File: config.mk
export PLATFORM = sky130hd
export DESIGN_NAME = seq_detect_deser
export DESIGN_NICKNAME = d
export VERILOG_FILES = /design/src/rtl/seq_detect_deser_pkg.sv /design/src/rtl/sat_counter.sv /design/src/rtl/seq_detect_deser.sv
export SDC_FILE = /design/constraint.sdc
export NUM_CORES = 1
export LEC_CHECK = 0
export BUFFER_PORTS_ARGS = -buffer_cell sky130_fd_sc_hd__buf_2
export CORE_MARGIN = 10
export CORE_UTILIZATION = 57
export CTS_BUF_LIST = sky130_fd_sc_hd__clkbuf_16
export CTS_CLUSTER_DIAMETER = 200
export DETAILED_ROUTE_END_ITERATION = 8
export HOLD_SLACK_MARGIN = 0.08
export PLACE_DENSITY = 0.9
export SYNTH_ARGS = -nofsm -noshare
export SYNTH_HDL_FRONTEND = slang
export SYNTH_SLANG_ARGS = --single-unit
File: constraint.sdc
create_clock -name CLK -period 4.65 [get_ports CLK]
set_input_delay 0.2325 -clock CLK [delete_from_list [all_inputs] [get_ports CLK]]
set_output_delay 0.2325 -clock CLK [all_outputs]
set_load 0.05 [all_outputs]
File: src/rtl/seq_detect_deser_pkg.sv
// Shared definitions for seq_detect_deser: detector state encoding and
// default widths for the deserializer word and the match counter.
package seq_detect_deser_pkg;

  localparam int unsigned WORD_W_DEF = 8;
  localparam int unsigned CNT_W_DEF  = 8;
  localparam int unsigned ST_W       = 3;

  // Raw state codes; FOUND_H is the "match already reported" copy of FOUND.
  localparam logic [ST_W-1:0] ST_IDLE    = 3'd0;
  localparam logic [ST_W-1:0] ST_GOT1    = 3'd1;
  localparam logic [ST_W-1:0] ST_GOT10   = 3'd2;
  localparam logic [ST_W-1:0] ST_GOT101  = 3'd3;
  localparam logic [ST_W-1:0] ST_FOUND   = 3'd4;
  localparam logic [ST_W-1:0] ST_FOUND_H = 3'd5;

  typedef enum logic [ST_W-1:0] {
    IDLE    = ST_IDLE,
    GOT1    = ST_GOT1,
    GOT10   = ST_GOT10,
    GOT101  = ST_GOT101,
    FOUND   = ST_FOUND,
    FOUND_H = ST_FOUND_H
  } state_e;

endpackage

File: src/rtl/sat_counter.sv
// Saturating up-counter with sticky overflow flag and synchronous clear.
// Ports:
//   clk, rst_n : clock, async active-low reset
//   clr        : synchronous clear of count and overflow (wins over inc)
//   inc        : count one event
//   cnt        : current count, saturates at all-ones
//   ovf        : set by an event arriving while cnt is all-ones
module sat_counter #(
  parameter int unsigned CNT_W = 8
) (
  input  logic             clk,
  input  logic             rst_n,
  input  logic             clr,
  input  logic             inc,
  output logic [CNT_W-1:0] cnt,
  output logic             ovf
);

  logic [CNT_W-1:0] cnt_q, cnt_d;
  logic             ovf_q, ovf_d;

  // Next count / overflow
  always_comb begin
    cnt_d = cnt_q;
    ovf_d = ovf_q;
    if (clr) begin
      cnt_d = '0;
      ovf_d = 1'b0;
    end else if (inc) begin
      if (&cnt_q) ovf_d = 1'b1;
      else        cnt_d = cnt_q + CNT_W'(1);
    end
  end

  always_ff @(posedge clk or negedge rst_n) begin
    if (!rst_n) begin
      cnt_q <= '0;
      ovf_q <= 1'b0;
    end else begin
      cnt_q <= cnt_d;
      ovf_q <= ovf_d;
    end
  end

  assign cnt = cnt_q;
  assign ovf = ovf_q;

endmodule

File: src/rtl/seq_detect_deser.sv
// Serial "1011" detector (overlapping, Moore) running side by side with a
// WORD_W-bit serial-to-parallel deserializer on the same EN-qualified bits.
// Ports:
//   CLK, RST   : clock, async active-low reset
//   Din, EN    : serial bit and its valid qualifier
//   CLR        : synchronous clear of Match_cnt / Overflow only
//   Match      : one-cycle pulse per detected pattern
//   Match_cnt  : saturating detection count; Overflow: sticky saturation hit
//   Word       : last WORD_W sampled bits, newest in LSB
//   Word_valid : one-cycle pulse when Word completes
module seq_detect_deser
  import seq_detect_deser_pkg::*;
#(
  parameter int unsigned WORD_W = WORD_W_DEF,
  parameter int unsigned CNT_W  = CNT_W_DEF
) (
  input  logic              CLK,
  input  logic              RST,
  input  logic              Din,
  input  logic              EN,
  input  logic              CLR,
  output logic              Match,
  output logic [CNT_W-1:0]  Match_cnt,
  output logic              Overflow,
  output logic [WORD_W-1:0] Word,
  output logic              Word_valid
);

  localparam int unsigned     BC_W    = $clog2(WORD_W);
  localparam logic [BC_W-1:0] BC_LAST = BC_W'(WORD_W - 1);

  state_e            state_q, state_d;
  logic              match_q, match_d;
  logic [WORD_W-1:0] word_q, word_d;
  logic [BC_W-1:0]   bc_q, bc_d;
  logic              wv_q, wv_d;

  // Detector next state; FOUND always leaves after one cycle so Match pulses once
  always_comb begin
    state_d = state_q;
    if (EN) begin
      case (state_q)
        IDLE:          state_d = Din ? GOT1   : IDLE;
        GOT1:          state_d = Din ? GOT1   : GOT10;
        GOT10:         state_d = Din ? GOT101 : IDLE;
        GOT101:        state_d = Din ? FOUND  : GOT10;
        FOUND, FOUND_H: state_d = Din ? GOT1  : GOT10;
        default:       state_d = IDLE;
      endcase
    end else if (state_q == FOUND) begin
      state_d = FOUND_H;
    end
    // FOUND is only ever entered from GOT101, so this is also the count event
    match_d = (state_d == FOUND);
  end

  // Deserializer shift register and bit counter
  always_comb begin
    word_d = word_q;
    bc_d   = bc_q;
    wv_d   = 1'b0;
    if (EN) begin
      word_d = {word_q[WORD_W-2:0], Din};
      bc_d   = (bc_q == BC_LAST) ? '0 : bc_q + BC_W'(1);
      wv_d   = (bc_q == BC_LAST);
    end
  end

  always_ff @(posedge CLK or negedge RST) begin
    if (!RST) begin
      state_q <= IDLE;
      match_q <= 1'b0;
      word_q  <= '0;
      bc_q    <= '0;
      wv_q    <= 1'b0;
    end else begin
      state_q <= state_d;
      match_q <= match_d;
      word_q  <= word_d;
      bc_q    <= bc_d;
      wv_q    <= wv_d;
    end
  end

  sat_counter #(
    .CNT_W (CNT_W)
  ) u_cnt (
    .clk   (CLK),
    .rst_n (RST),
    .clr   (CLR),
    .inc   (match_d),
    .cnt   (Match_cnt),
    .ovf   (Overflow)
  );

  assign Match      = match_q;
  assign Word       = word_q;
  assign Word_valid = wv_q;

endmodule

Word level (Yosys, flattened, before mapping)
Index checks and enable logic that the tools add are counted.
Storage, ports and cells
  register bits: 25
  bits of input ports: 5
  output and inout port bits: 19
  logic and storage cells: 39
Cells by class
  add/subtract/negate cells: 2
  eq/ne operators: 8
  multiplexer cells: 15
  reductions and logical operators: 7
Operators by type and width (number)
  2-to-1 mux 8 bit: 3
  == test 3 bit, second input constant: 4
  2-to-1 mux 3 bit: 4
  one-hot mux 3 bit (4 select lines): 1
  adder 8 x 1 -> 8 bit, second input constant: 1
  AND reduction 8 bit: 1
  == test 3 x 2 -> 1 bit, second input constant: 2
  2-to-1 mux 1 bit: 5
  2-to-1 mux 2 bit: 2
  AND reduction 2 bit: 2
  nonzero test 2 bit: 2
  adder 3 x 1 -> 3 bit, second input constant: 1
  == test 3 x 1 -> 1 bit, second input constant: 1
  zero test 3 bit: 1
  OR reduction 3 bit: 1
  != test 2 bit, second input constant: 1

Longest topological paths before layout
  depth after elaboration: 7
  gate-level depth with buffers: 7

Modules after synthesis
From an unflattened synthesis, not the netlist that was laid out.
Unflattened totals
  cells, all modules: 94
  area, all modules: 1196.1 sq um
By module, submodules not included
  seq_detect_deser: times used 1, cells each 47, area an instance 696.9 sq um
  sat_counter: times used 1, cells each 47, area an instance 499.2 sq um

Worst setup path before layout
Ideal clock, no wire load.
  path kind: register to register
  start point: register u_cnt.cnt_q[3] (netlist: u_cnt.cnt[3])
  end point: register u_cnt.cnt_q[3] (netlist: u_cnt.cnt[3])
  arrival time: 1.637 ns
  path slack: 2.888 ns
  cell stages (with the launch flop): 5
  period minus slack after synthesis: 1.762 ns
  path through: dfrtp_1 -> and4_1 -> and4_4 -> nor2b_2 -> mux2_4
On the way
  longest elaborated chain between the ends: 4
  elaborated cells between the ends (all ways): 7
  those cells by class: 1 x add/sub; 1 x eq/ne; 3 x mux; 2 x reduce/logical
Ends and longest elaborated chain
  start, declared: RTL line sat_counter.sv:19  | logic [CNT_W-1:0] cnt_q, cnt_d;
  start signal, assigned: RTL line sat_counter.sv:40  | cnt_q <= cnt_d;
  adder 8 x 1 -> 8 bit: RTL line sat_counter.sv:31  | else cnt_d = cnt_q + CNT_W'(1);
  2-to-1 mux 8 bit: RTL line sat_counter.sv:30  | if (&cnt_q) ovf_d = 1'b1;
  2-to-1 mux 8 bit: RTL line sat_counter.sv:29  | end else if (inc) begin
  2-to-1 mux 8 bit: RTL line sat_counter.sv:26  | if (clr) begin
Several ways; a longest one is shown, not always the timed one. The select of a mux whose other input is x is not followed.
A chain may end at the register's enable or synchronous reset.

Worst setup path in the final report
  start point: register state_q[2]
  end point: register u_cnt.cnt_q[3] (netlist: u_cnt.cnt[3])
On the way
  longest elaborated chain between the ends: 7
  elaborated cells between the ends (all ways): 13
  those cells by class: 6 x eq/ne; 3 x mux; 4 x reduce/logical
Ends and longest elaborated chain
  start, declared: RTL line seq_detect_deser.sv:32  | state_e state_q, state_d;
  start signal, assigned: RTL line seq_detect_deser.sv:77  | state_q <= state_d;
  == test 3 bit, or another cell as far along: RTL line seq_detect_deser.sv:42, seq_detect_deser.sv:50
  OR reduction 3 bit (no source line)
  one-hot mux 3 bit (4 select lines): RTL line seq_detect_deser.sv:42  | case (state_q)
  2-to-1 mux 3 bit *: RTL line seq_detect_deser.sv:41  | if (EN) begin
  == test 3 bit *: RTL line seq_detect_deser.sv:54  | match_d = (state_d == FOUND);
  nonzero test 2 bit (no source line) *
  AND reduction 2 bit (no source line) *
Mark *: on every way between the ends. The rest lies on a longest branch, timed or not.

==> impl_results.md <==
- Number of global-route vias before repair: 909
- Worst Max-Slew Pin Slew: 0.527 ns
- Total die area: 4260 sq um
- Starting density of the core: 59.6%
- I/O pins: 24
- Hold slack: 0.238 ns
- Outcome: complete, no violations
- Initial antenna violation count: 0
- CP Data Arrival Time: 1.78 ns
- HP Class: input pin to flop
- Critical path class: flop to flop
- CP endpoint kind: flop
- LEAKAGE: 0.670 nW
- Cell-internal power: 0.424 mW
- Area grow syn2layout: 18.3%
- Crit share post-route: 35.2%
- Clock power share: 28.9%
- Cell Rows: 16
- Fraction of layout cells with a size suffix above 1: 31.8%
- Psw: between 0.2 and 0.25 mW
- Gr ovfl total: 0
- Placed cell areas: 1290 sq um
- Die height: around 65 um
- Leading area contributor after synthesis: dfrtp_1
- Total negative slack: 0 ns
- Final setup fails: 0
- Post-synth ARST share: 100%
- Critical path data required time: 4.79 ns
- GRT Util Overall: 10.9%
- CTS root buf: clkbuf_16
- Switch share: roughly 33%
- Highest ir drop seen on vdd: 0.475 mV
- Hold Crit Start: Din
- Post-synth top flop: dfrtp_1
- Startpoint Class: flop
- Initial drt markers: 25
- Post-synth EDFFs: 0
- GPL Wtd Cong: between 0.7 and 0.8
- Worst min-delay path endpoint: state_q[1]$_DFF_PN0_
- Hold Vio Cnt, Final: 0
- Minimum clock period after layout: about 1.6 ns
- Syn_area_per_cell: 11.1 sq um
- RSZ-0062 raised after global routing: false
- Vias: 869
- Post-synth top area share: 53.5%
- CTS Sinks: 25
- Post-route ant nets: 0
- Cts hold-fix bufs: 1
- Post-synthesis sequential area ratio: 53.5%
- First-pass GRT wire length: between 3000 and 4000 um
- Routed vias/inst: approximately 5.6
- Num CTS Buffers: 3
- Clk_lat worst skew: 0.25 ns
- Setup bufs post-CTS: 0
- Crit-path max FO: 5
- Clock buffer depth: 2
- Slew Viols, Final: 0
- Pre-antenna DRT Iters: 4
- FF-to-FF path depth: 4
- H-tree depth: 1
- Clock Skew: 0.00313 ns
- Yosys reg bits: 25
- Pwr dens: 455 nW/um^2
- Mapped Area: 1170 sq um
- Post-cts sizing count: 0
- Most area-consuming cells after synthesis: dfrtp_1 (53%), mux2_2 (9.6%), nor2_1 (3.5%)
- Final Instance Area: 1380 sq um
- RR Endpoint: u_cnt.cnt[3]$_DFFE_PN0P_
- DRC violations left: 0
- Highest clock rate: 611 MHz
- WL/cell: 14.3 um
- Ant diodes: 0
- Synth warnings: 0
- Die W: 65.3 um
- Detailed placer's ending HPWL: 1700 um
- Combinational share of power: 26.6%
- Worst Slack Setup Final: between 3 and 4 ns
- Max-cap viol count: 0
- PortBufs: 23
- Post-placement setup slack: 2.93 ns
- Distinct cells, synth: 33
- Rel. slew slack: 64.8%
- Hold Crit Depth: 2
- Reg2reg start: state_q[2]$_DFF_PN0_
- Post-Synthesis Cells: 105
- Final #Nets: 138
- Reg-to-reg slack, setup: 3.01 ns
- Most common cell in the netlist: dfrtp_1
- Core Area: 1960 sq um
- Syn_nets: 113
- Post-synth top cells: dfrtp_1 (25), nor2_1 (11), mux2_2 (10)
- Worst-path clk slew: 0.06 ns
- CTS tree: built
- Seq pwr share: 44.4%
- Final wirelength: 2230 um
- Largest net degree at the start of global routing: 26
through the flow:
step                      instances  util (%)  total power [mW]
after detailed placement        151      66.0             0.457
after CTS                       156      70.5             0.639
after global placement          151      66.0             0.444
final                           156      70.5             0.630
after global routing            156      70.5             0.665
after floorplan                 105         -             0.408
flip-flops by register name (all words and copies together) (netlist names):
name	count
u_cnt.cnt	8
u_cnt.ovf	1
state_q	3
Word_valid	1
bc_q	3
Match	1
Word	8
how the worst max path moves through the flow:
stage	start	to	slack [ns]	cells after the start
2_1_floorplan	u_cnt.cnt[3]$_DFFE_PN0P_	u_cnt.cnt[3]$_DFFE_PN0P_	2.89	4
3_3_place_gp	EN	u_cnt.cnt[3]$_DFFE_PN0P_	3.00	5
3_5_place_dp	EN	u_cnt.cnt[3]$_DFFE_PN0P_	2.93	5
4_1_cts	u_cnt.cnt[3]$_DFFE_PN0P_	u_cnt.cnt[4]$_DFFE_PN0P_	3.04	3
5_1_grt	state_q[2]$_DFF_PN0_	u_cnt.cnt[3]$_DFFE_PN0P_	2.90	4
6_report	state_q[2]$_DFF_PN0_	u_cnt.cnt[3]$_DFFE_PN0P_	3.01	4
kinds of logic after synthesis:
kind of cell,synth area share (%)
adders and majority gates,3.21
and+or+nand+nor,18.7
muxes,11.8
AOI/OAI and AO/OA,9.52
DFF,53.5
buffers and inverters,3.31
placed cells by master (no fill, tap or decap), types with 2 or more instances in the layout:
cell	synthesis	layout
a211oi_1	2	2
a21oi_1	7	7
buf_2	1	23
clkbuf_16	0	3
dfrtp_1	25	25
ha_1	3	3
inv_1	4	5
mux2_2	10	10
nand2_1	4	4
nand2b_1	3	3
nand3_1	2	2
nand4_1	2	2
nor2_1	11	11
nor2b_1	2	2
nor3_1	2	2
nor3b_1	2	2
nor4_1	2	2
o21ai_0	6	6
power by group through the flow:
| stage | Sequential (mW) | Combinational (mW) | Clock (mW) |
|---|---|---|---|
| finish | 0.280 | 0.168 | 0.182 |
| global route | 0.285 | 0.183 | 0.196 |
| CTS | 0.281 | 0.171 | 0.187 |
| detailed placement | 0.285 | 0.172 | 0 |
| global placement | 0.281 | 0.164 | 0 |
| floorplan | 0.348 | 0.0602 | 0 |
critical path, cell delays in order (launching register included):
cell	delay (ns)
dfrtp_1	0.41
nand2b_1	0.17
nor3_1	0.37
nor2b_2	0.26
mux2_4	0.31
layout make-up:
cell class	instances	area, sq um
Clock buffer	3	75.1
Clock inverter	1	3.75
Fill cell	147	578
Inverter	4	15.0
Multi-Input combinational cell	72	505
Sequential cell	25	626
Tap cell	27	33.8
Timing Repair Buffer	24	125
layer usage:
metal	vias up	wire [um]	track usage, %
met4	0	0	0.802
met5	-	0	0
met1	418	919	11.3
li1	422	-	-
met3	0	151	4.75
met2	29	1150	20.5
Power figures use the tool's default switching activity.
